### src/rtl/uart_pkg.sv
// Shared types and constants for the UART transmit engine.
package uart_pkg;

  typedef enum logic [1:0] {
    PH_START  = 2'd0,
    PH_DATA   = 2'd1,
    PH_PARITY = 2'd2,
    PH_STOP   = 2'd3
  } phase_t;

  typedef enum logic [1:0] {
    S_IDLE     = 2'd0,
    S_ACTIVE   = 2'd1,
    S_COMPLETE = 2'd2
  } seq_state_t;

  localparam int unsigned UART_MIN_DATA_BITS = 5;
  localparam int unsigned UART_RST_DATA_BITS = 8;

  // Clamp a requested data field length into [UART_MIN_DATA_BITS, max_bits].
  function automatic logic [3:0] clamp_data_bits(input logic [3:0] req,
                                                 input int unsigned max_bits);
    if (32'(req) < UART_MIN_DATA_BITS) return 4'(UART_MIN_DATA_BITS);
    if (32'(req) > max_bits) return 4'(max_bits);
    return req;
  endfunction

endpackage

### src/rtl/uart_bit_sequencer_if.sv
// Handshake/config/status bundle between the TX control FSM and the bit sequencer.
// UART_BITSEQ_PARITY_EN adds the tx_bit / parity_bit signals.
interface uart_bit_sequencer_if #(
  parameter int unsigned MAX_DATA_BITS = 8,
  parameter int unsigned CNT_W         = $clog2(MAX_DATA_BITS + 5)
);

  logic             doit;
  logic             btu;
  logic [3:0]       data_bits;
  logic             parity_en;
  logic             two_stop;
  logic [CNT_W-1:0] bit_cnt;
  logic [1:0]       phase;
  logic             shift;
  logic             busy;
  logic             done;
  logic             done_pulse;
`ifdef UART_BITSEQ_PARITY_EN
  logic             tx_bit;
  logic             parity_bit;

  modport master (
    output doit, btu, data_bits, parity_en, two_stop, tx_bit,
    input  bit_cnt, phase, shift, busy, done, done_pulse, parity_bit
  );

  modport slave (
    input  doit, btu, data_bits, parity_en, two_stop, tx_bit,
    output bit_cnt, phase, shift, busy, done, done_pulse, parity_bit
  );
`else
  modport master (
    output doit, btu, data_bits, parity_en, two_stop,
    input  bit_cnt, phase, shift, busy, done, done_pulse
  );

  modport slave (
    input  doit, btu, data_bits, parity_en, two_stop,
    output bit_cnt, phase, shift, busy, done, done_pulse
  );
`endif

endinterface

### src/rtl/uart_frame_cfg.sv
// Frame configuration latch: clamps data bits, holds parity/stop selection, derives flen.
// Parity is only honoured when UART_BITSEQ_PARITY_EN is defined.
module uart_frame_cfg
  import uart_pkg::*;
#(
  parameter int unsigned MAX_DATA_BITS = 8,
  parameter int unsigned CNT_W         = $clog2(MAX_DATA_BITS + 5)
) (
  input  logic             clk,
  input  logic             reset,
  input  logic             load_i,
  input  logic [3:0]       data_bits_i,
  input  logic             parity_en_i,
  input  logic             two_stop_i,
  output logic [3:0]       data_bits_o,
  output logic             parity_en_o,
  output logic [CNT_W-1:0] flen_o
);

  localparam int unsigned RstDataBits =
      (MAX_DATA_BITS < UART_RST_DATA_BITS) ? MAX_DATA_BITS : UART_RST_DATA_BITS;

  logic [3:0] data_bits_q, data_bits_d;
  logic       two_stop_q, two_stop_d;

  always_comb begin
    data_bits_d = data_bits_q;
    two_stop_d  = two_stop_q;
    if (load_i) begin
      data_bits_d = clamp_data_bits(data_bits_i, MAX_DATA_BITS);
      two_stop_d  = two_stop_i;
    end
  end

  always_ff @(posedge clk or posedge reset) begin
    if (reset) begin
      data_bits_q <= 4'(RstDataBits);
      two_stop_q  <= 1'b0;
    end else begin
      data_bits_q <= data_bits_d;
      two_stop_q  <= two_stop_d;
    end
  end

`ifdef UART_BITSEQ_PARITY_EN
  logic parity_en_q, parity_en_d;

  always_comb begin
    parity_en_d = parity_en_q;
    if (load_i) parity_en_d = parity_en_i;
  end

  always_ff @(posedge clk or posedge reset) begin
    if (reset) parity_en_q <= 1'b0;
    else       parity_en_q <= parity_en_d;
  end

  assign parity_en_o = parity_en_q;
`else
  logic unused_parity_en;
  assign unused_parity_en = parity_en_i;
  assign parity_en_o      = 1'b0;
`endif

  assign data_bits_o = data_bits_q;
  assign flen_o      = CNT_W'(1) + CNT_W'(data_bits_q) + CNT_W'(parity_en_o)
                     + (two_stop_q ? CNT_W'(2) : CNT_W'(1));

endmodule

### src/rtl/uart_bit_sequencer.sv
// TX frame bit sequencer: counts bit times, decodes frame phase, strobes the shift register.
// UART_BITSEQ_PARITY_EN enables the parity phase and the running parity_bit accumulator.
module uart_bit_sequencer
  import uart_pkg::*;
#(
  parameter int unsigned MAX_DATA_BITS = 8,
  parameter int unsigned CNT_W         = $clog2(MAX_DATA_BITS + 5)
) (
  input  logic                 clk,
  input  logic                 reset,
  uart_bit_sequencer_if.slave  bus
);

  seq_state_t       state_q, state_d;
  logic [CNT_W-1:0] bit_cnt_q, bit_cnt_d;
  logic             done_pulse_q, done_pulse_d;

  logic [3:0]       cfg_data_bits;
  logic             cfg_parity_en;
  logic [CNT_W-1:0] flen;
  logic [CNT_W-1:0] data_len;
  logic             frame_start;
  logic             shift;
  phase_t           phase_dec;

  assign frame_start = (state_q == S_IDLE) & bus.doit;
  assign data_len    = CNT_W'(cfg_data_bits);

  uart_frame_cfg #(
    .MAX_DATA_BITS (MAX_DATA_BITS),
    .CNT_W         (CNT_W)
  ) u_frame_cfg (
    .clk         (clk),
    .reset       (reset),
    .load_i      (frame_start),
    .data_bits_i (bus.data_bits),
    .parity_en_i (bus.parity_en),
    .two_stop_i  (bus.two_stop),
    .data_bits_o (cfg_data_bits),
    .parity_en_o (cfg_parity_en),
    .flen_o      (flen)
  );

  // Dropping doit aborts from any state, even if btu arrives in the same cycle.
  always_comb begin
    state_d      = state_q;
    bit_cnt_d    = bit_cnt_q;
    done_pulse_d = 1'b0;
    if (!bus.doit) begin
      state_d   = S_IDLE;
      bit_cnt_d = '0;
    end else begin
      unique case (state_q)
        S_IDLE: begin
          state_d   = S_ACTIVE;
          bit_cnt_d = '0;
        end
        S_ACTIVE: begin
          if (bus.btu) begin
            bit_cnt_d = bit_cnt_q + CNT_W'(1);
            if (bit_cnt_q == flen - CNT_W'(1)) begin
              state_d      = S_COMPLETE;
              done_pulse_d = 1'b1;
            end
          end
        end
        S_COMPLETE: begin
          state_d = S_COMPLETE;
        end
        default: begin
          state_d   = S_IDLE;
          bit_cnt_d = '0;
        end
      endcase
    end
  end

  always_ff @(posedge clk or posedge reset) begin
    if (reset) begin
      state_q      <= S_IDLE;
      bit_cnt_q    <= '0;
      done_pulse_q <= 1'b0;
    end else begin
      state_q      <= state_d;
      bit_cnt_q    <= bit_cnt_d;
      done_pulse_q <= done_pulse_d;
    end
  end

  always_comb begin
    if (bit_cnt_q == '0) begin
      phase_dec = PH_START;
    end else if (bit_cnt_q <= data_len) begin
      phase_dec = PH_DATA;
    end else if (cfg_parity_en && (bit_cnt_q == data_len + CNT_W'(1))) begin
      phase_dec = PH_PARITY;
    end else begin
      phase_dec = PH_STOP;
    end
  end

  // cnt < D is the same as the next count landing in 1..D.
  assign shift = bus.doit & bus.btu & (state_q == S_ACTIVE) & (bit_cnt_q < data_len);

`ifdef UART_BITSEQ_PARITY_EN
  logic parity_q, parity_d;

  always_comb begin
    parity_d = parity_q;
    if (frame_start) begin
      parity_d = 1'b0;
    end else if (shift) begin
      parity_d = parity_q ^ bus.tx_bit;
    end
  end

  always_ff @(posedge clk or posedge reset) begin
    if (reset) parity_q <= 1'b0;
    else       parity_q <= parity_d;
  end

  assign bus.parity_bit = parity_q;
`endif

  assign bus.bit_cnt    = bit_cnt_q;
  assign bus.phase      = phase_dec;
  assign bus.shift      = shift;
  assign bus.busy       = (state_q != S_IDLE);
  assign bus.done       = (state_q == S_COMPLETE);
  assign bus.done_pulse = done_pulse_q;

endmodule

### src/flat_wrapper.sv
// flat-port wrapper written by rule: the top's interface ports become plain ports
module uart_bit_sequencer_flat import uart_pkg::*;
#(
  parameter int unsigned MAX_DATA_BITS = 8,
  parameter int unsigned CNT_W         = $clog2(MAX_DATA_BITS + 5)
)
  (clk, reset, bus_doit, bus_btu, bus_data_bits, bus_parity_en, bus_two_stop, bus_bit_cnt, bus_phase, bus_shift, bus_busy, bus_done, bus_done_pulse);
  uart_bit_sequencer_if #(.MAX_DATA_BITS(MAX_DATA_BITS), .CNT_W(CNT_W)) bus_i ();
  input  logic clk;
  input  logic reset;
  input wire logic [$bits(bus_i.doit)-1:0] bus_doit;
  input wire logic [$bits(bus_i.btu)-1:0] bus_btu;
  input wire logic [$bits(bus_i.data_bits)-1:0] bus_data_bits;
  input wire logic [$bits(bus_i.parity_en)-1:0] bus_parity_en;
  input wire logic [$bits(bus_i.two_stop)-1:0] bus_two_stop;
  output wire logic [$bits(bus_i.bit_cnt)-1:0] bus_bit_cnt;
  output wire logic [$bits(bus_i.phase)-1:0] bus_phase;
  output wire logic [$bits(bus_i.shift)-1:0] bus_shift;
  output wire logic [$bits(bus_i.busy)-1:0] bus_busy;
  output wire logic [$bits(bus_i.done)-1:0] bus_done;
  output wire logic [$bits(bus_i.done_pulse)-1:0] bus_done_pulse;
  assign bus_i.doit = bus_doit;
  assign bus_i.btu = bus_btu;
  assign bus_i.data_bits = bus_data_bits;
  assign bus_i.parity_en = bus_parity_en;
  assign bus_i.two_stop = bus_two_stop;
  assign bus_bit_cnt = bus_i.bit_cnt;
  assign bus_phase = bus_i.phase;
  assign bus_shift = bus_i.shift;
  assign bus_busy = bus_i.busy;
  assign bus_done = bus_i.done;
  assign bus_done_pulse = bus_i.done_pulse;
  uart_bit_sequencer #(.MAX_DATA_BITS(MAX_DATA_BITS), .CNT_W(CNT_W)) u_core (.clk(clk), .reset(reset), .bus(bus_i));
endmodule
### config.mk
export PLATFORM = sky130hd
export DESIGN_NAME = uart_bit_sequencer_flat
export DESIGN_NICKNAME = d
export VERILOG_FILES = /design/src/rtl/uart_pkg.sv /design/src/rtl/uart_bit_sequencer_if.sv /design/src/rtl/uart_frame_cfg.sv /design/src/rtl/uart_bit_sequencer.sv /design/src/flat_wrapper.sv
export SDC_FILE = /design/constraint.sdc
export NUM_CORES = 1
export LEC_CHECK = 0
export BUFFER_PORTS_ARGS = -buffer_cell sky130_fd_sc_hd__clkbuf_2
export CAP_MARGIN = 10
export CORE_UTILIZATION = 45
export CTS_BUF_LIST = sky130_fd_sc_hd__clkbuf_8
export DETAILED_ROUTE_END_ITERATION = 6
export HOLD_SLACK_MARGIN = 0.05
export PLACE_DENSITY = 0.73
export SYNTH_ARGS = -nofsm -noshare
export SYNTH_HDL_FRONTEND = slang
export SYNTH_SLANG_ARGS = --single-unit
### constraint.sdc
create_clock -name clk -period 2.4 [get_ports clk]
set_input_delay 0.48 -clock clk [delete_from_list [all_inputs] [get_ports clk]]
set_output_delay 0.48 -clock clk [all_outputs]
set_load 0.01 [all_outputs]
After elaboration in Yosys (flattened, before gate mapping)
Index checks and enable logic that the tools add are counted.
Widths: inputs -> output; s select.
{"block": "word_totals", "register_bits": 12, "word_cells": 51}
{"block": "classes", "add_sub_neg": 4, "magnitude_cmp": 4, "n_eq_ne": 6, "muxes": 23, "bitwise_logic": 4, "n_reduce_logical": 5}
{"operator": "$mux 4", "count": 6}
{"operator": "$mux 2", "count": 6}
{"operator": "$mux 1", "count": 9}
{"operator": "$add 4x1->4 const B", "count": 2}
{"operator": "$pmux 4 s2", "count": 1}
{"operator": "$pmux 2 s3", "count": 1}
{"operator": "$add 4x2->4", "count": 1}
{"operator": "$and 1x1->1", "count": 4}
{"operator": "$eq 4x4->1", "count": 1}
{"operator": "$gt 4x4->1 const B", "count": 1}
{"operator": "$le 4x4->1", "count": 1}
{"operator": "$logic_not 4->1", "count": 1}
{"operator": "$lt 4x3->1 const B", "count": 1}
{"operator": "$lt 4x4->1", "count": 1}
{"operator": "$reduce_and 2->1", "count": 2}
{"operator": "$sub 4x1->4 const B", "count": 1}
{"operator": "$ne 3x2->1 const B", "count": 1}
{"operator": "$ne 3x3->1 const B", "count": 1}
{"operator": "$eq 2x1->1 const B", "count": 1}
{"operator": "$eq 2x2->1 const B", "count": 1}
{"operator": "$logic_not 2->1", "count": 1}
{"operator": "$ne 2x2->1 const B", "count": 1}
{"operator": "$reduce_bool 2->1", "count": 1}

Depth between registers and ports, before layout
{"block": "depth", "depth_word": 8, "depth_mapped": 8, "mapped_depth_nobuf": 8}

By module
A second synthesis with hierarchy kept.
{"block": "unflattened", "cells_unflattened": 117, "hier_area_um2": 1034.7}
{"mod": "uart_bit_sequencer", "n_inst": 1, "cells_per_inst": 89, "area_each_um2": 747.0, "seq_area_each_um2": 175.2}
{"mod": "uart_frame_cfg", "n_inst": 1, "cells_per_inst": 28, "area_each_um2": 287.8, "seq_area_each_um2": 126.4}

Worst setup path before layout
OpenSTA, ideal clock, no wires.
{"block": "synth_timing", "kind": "register to register", "start": "register u_core.u_frame_cfg.two_stop_q", "end": "register u_core.state_q[0]", "t_arrival_ps": 1926, "path_slack_ps": 394, "path_stages_with_launch": 9, "path_buffers": 0, "synth_period_minus_slack_ps": 2006, "path_cell_list": "dfrtp_1 -> inv_1 -> ha_1 -> inv_1 -> fa_1 -> xor2_1 -> nand4_1 -> o311ai_2 -> mux2i_1"}
{"block": "synth_between", "elab_chain_len": 6}
{"item": "from (decl)", "line_no": "uart_frame_cfg.sv:24", "source": "logic two_stop_q, two_stop_d;"}
{"item": "from (signal assigned)", "line_no": "uart_frame_cfg.sv:41", "source": "two_stop_q <= two_stop_d;"}
{"item": "$mux 2", "line_no": "uart_frame_cfg.sv:67", "source": "+ (two_stop_q ? CNT_W'(2) : CNT_W'(1));"}
{"item": "$add 4x2->4", "line_no": "uart_frame_cfg.sv:67"}
{"item": "$sub 4x1->4", "line_no": "uart_bit_sequencer.sv:61", "source": "if (bit_cnt_q == flen - CNT_W'(1)) begin"}
{"item": "$eq 4x4->1", "line_no": "uart_bit_sequencer.sv:61"}
{"item": "$ne 3x2->1 (no line)"}
{"item": "$reduce_and 2->1 (no line)"}
{"item": "to (signal assigned)", "line_no": "uart_bit_sequencer.sv:84", "source": "state_q <= state_d;"}
{"item": "to (decl)", "line_no": "uart_bit_sequencer.sv:14", "source": "seq_state_t state_q, state_d;"}
Every way passes these cells.
A chain may end at the register's enable or synchronous reset.

Worst setup path after layout
{"block": "layout_timing", "start": "register u_core.u_frame_cfg.data_bits_q[3], in the netlist u_core.u_frame_cfg.data_bits_o[3]", "end": "output bus_shift"}
{"block": "layout_between", "elab_chain_len": 2}
{"item": "from (decl)", "line_no": "uart_frame_cfg.sv:23", "source": "logic [3:0] data_bits_q, data_bits_d;"}
{"item": "from (signal assigned)", "line_no": "uart_frame_cfg.sv:37", "source": "data_bits_q <= 4'(RstDataBits);"}
{"item": "from (signal assigned)", "line_no": "uart_frame_cfg.sv:40", "source": "data_bits_q <= data_bits_d;"}
{"item": "$lt 4x4->1", "line_no": "uart_bit_sequencer.sv:103", "source": "assign shift = bus.doit & bus.btu & (state_q == S_ACTIVE) & (bit_cnt_q < data_len);"}
{"item": "$and 1x1->1", "line_no": "uart_bit_sequencer.sv:103"}
{"item": "to (decl)", "line_no": "flat_wrapper.sv:18", "source": "output wire logic [$bits(bus_i.shift)-1:0] bus_shift;"}
Every way passes these cells.

==> metrics.md <==
| Metric | Value |
|---|---|
| Outcome | finished, final reports clean |
| I/O pin count | 20 |
| WL final | 1.70 mm |
| Drt pass-1 iters | 4 |
| VDD IR-drop max | roughly 400 uV |
| Tcrit/Tclk final | approximately 95% |
| Clock latency on the worst-skew pair | 0.25 ns |
| Proportion of synthesized chip area in sequential cells | between 30 and 40% |
| Overflow after GRT | 0 |
| CTS sink cnt | 12 |
| Crit Path Class | flop to output pin |
| Syn Std Cell Area | 877 um^2 |
| Clock root buffer | clkbuf_8 |
| Port bufs | 18 |
| Critical-path top delay cell | dfstp_2 |
| Post-synthesis cell count | 88 |
| H-tree levels | 1 |
| Fillers | 181 |
| Synthesized flop and latch total | 12 |
| Placed insts | between 100 and 150 |
| Multi-input logic area | roughly 520 um^2 |
| Relative slew slack | ~69% |
| Critical path buffer and inverter count | 2 |
| Syn nets | between 100 and 150 |
| Yosys warnings | 0 |
| Flop-to-flop setup slack | ~0.22 ns |
| Setup_tns | 0 ns |
| Crit path largest cell delay | 0.55 ns |
| CTS tree | yes |
| Top cells by area, synth | dfrtp_1 (31%), ha_1 (16%), inv_1 (5.6%), mux2_2 (3.9%), mux2i_1 (3.4%) |
| Total global-route track usage | roughly a fifth |
| Standard-cell rows | 15 |
| Vias | 688 |
| Final Skew | approximately 0.0031 ns |
| Wire length per cell | between 10 and 15 um |
| CP cell instances | inv_1 > ha_1 > nand3_1 > o22ai_1 > nor2_1 > and4_1 > clkbuf_2 |
| Hold Fails Final Rpt | 0 |
| CTS Buf Count | 3 |
| Worst slew pin tran | between 0.4 and 0.5 ns |
| Core box area | ~0.0018 mm^2 |
| First-pass GRT wire length | 2.68 mm |
| Leakage | 0.539 nW |
| Synth cell types | 31 |
| Register Area | around 300 um^2 |
| Vias in the first global route | about 620 |
| Hold Buf Count CTS | 0 |
| Clock-pin slew on the worst setup and hold paths | approximately 0.050 ns |
| Main flop type after synthesis | dfrtp_1 |
| Syn Area/Cell | around 10 um^2 |
| Synth cell count leaders | inv_1 (13), dfrtp_1 (11), ha_1 (11), nand2_1 (6), o21ai_0 (5) |
| Area added between synthesis and finish | 17.7% |
| Final net count | around 130 |
| Share of cells above drive strength 1 | around 26% |
| Antenna Cells | 0 |
| Pins Over Slew Limit | 0 |
| Post CTS Setup Buffer Count | 0 |
| Post-synth EDFFs | 0 |
| Final number of setup-violating endpoints | 0 |
| Largest net degree at the start of global routing | 13 |
| Die Y | around 46 um |
| CP Max Fanout | 3 |
| CTS max path bufs | 2 |
| Max-cap viol count | 0 |
| # DRC | 0 |
| Crit path max-delay family | flip-flops |
| Initial DRC Count | 10 |
| Worst hold path class | primary input to asynchronous set/reset pin |
| Startpoint class of the critical path | flop |
| Via/cell ratio | 5.13 |
| Die area | 0.00213 mm^2 |
| Top-count cell post-synth | inv_1 |
| Ys async rst share | 100% |
| Final ANT Viol Nets | 0 |
| Routability cong. | 0.776 |
| Crit end category | output pin |
| RSZ-0062 raised after global routing | false |
| CP arrival | between 1.5 and 2 ns |
| Yosys top cell by area | dfrtp_1 |
| Initial antenna violation count | 0 |
| Initial core utilization | approximately 49% |
| Worst Path Required | 1.92 ns |
| PwrDens | approximately 950 mW/mm^2 |
| Final min period | 2.27 ns |
| Fin cells | ~130 |
| Cts repair resizes | 0 |
| Post-synth top area share | a little under a third |
| Peak Freq | 0.440 GHz |
| Dpl hpwl | ~1.3 mm |
| Die width | around 46 um |
==> worst register-to-register path, cell delays in order (launching register included) <==
cell and delay, ns:
dfrtp_1 0.40, inv_1 0.11, ha_1 0.18, inv_1 0.05
fa_1 0.50, xor2_1 0.16, nand4_1 0.15, o311ai_2 0.34
mux2i_1 0.22
==> flip-flops by register name (all words and copies together) (netlist names) <==
signal                          cells
u_core.bus.bit_cnt                  4
u_core.u_frame_cfg.data_bits_o      4
u_core.state_q                      2
u_core.bus.done_pulse               1
u_core.u_frame_cfg.two_stop_q       1
==> stage by stage <==
step / power [mW] / setup slack [ns] / cell area, um^2 / util, % / hold WS (ns)
finish: 0.983 / 0.125 / 1030 / 57.9 / 0.217
global route: 1.07 / 0.0348 / 1030 / 57.9 / 0.265
CTS: 0.994 / 0.121 / 1030 / 57.9 / 0.228
detailed placement: 0.797 / 0.219 / 987 / 55.4 / 0.494
global placement: 0.774 / 0.264 / 987 / 55.4 / 0.492
floorplan: 0.681 / 0.394 / 877 / - / 0.344
==> layout by cell type (no fill, tap or decap), drive strengths merged, types with 2 or more instances in the layout <==
master / count
o21ai: 5
mux2i: 3
dfrtp: 11
nor2: 4
a21boi: 4
nand2: 7
clkbuf: 21
xor2: 2
mux2: 3
nor2b: 3
nand3: 2
nand4: 2
ha: 11
o31ai: 2
inv: 14
==> report_power, final <==
| part | switching, mW | internal (mW) |
|---|---|---|
| logic | 0.251 | 0.227 |
| registers | 0.0491 | 0.265 |
| clock network | 0.0783 | 0.113 |
==> layout make-up <==
cell class	count	area share (%)
clock buffer	3	4.00
clock inverter	1	0.364
inverter	13	4.73
multi-input combinational	62	49.9
sequential	12	29.2
tap	25	3.03
timing repair buffer	18	8.73
==> path summary, 6_finish.rpt <==
path | start | end | depth (start not counted)
worst min-delay path | reset | u_core.bus.done_pulse | 2
min in group clk | bus_data_bits[3] | u_core.u_frame_cfg.data_bits_o[2] | 2
worst max register to register | u_core.u_frame_cfg.two_stop_q | u_core.state_q[1] | 8
max in group asynchronous | reset | u_core.u_frame_cfg.data_bits_o[3] | 2
worst min register to register | u_core.u_frame_cfg.data_bits_o[1] | u_core.u_frame_cfg.data_bits_o[1] | 2
worst max-delay path | u_core.u_frame_cfg.data_bits_o[3] | bus_shift | 7
==> logic make-up after synthesis <==
group,after synthesis,synth area share [%]
and+or+nand+nor,24,15.0
AOI/OAI and AO/OA,16,12.8
buffers and inverters,14,6.85
adders and majority gates,12,18.0
DFF,12,34.4
muxes,6,7.28
xor gates and xnor gates,4,5.71
==> routing by layer <==
metal  track usage (%)  wire (um)
met5                 0          0
met3              4.71         64
met1              22.2        805
met2              29.6        782
met4              12.9         46
No activity file was read; power rests on OpenSTA's default activity.
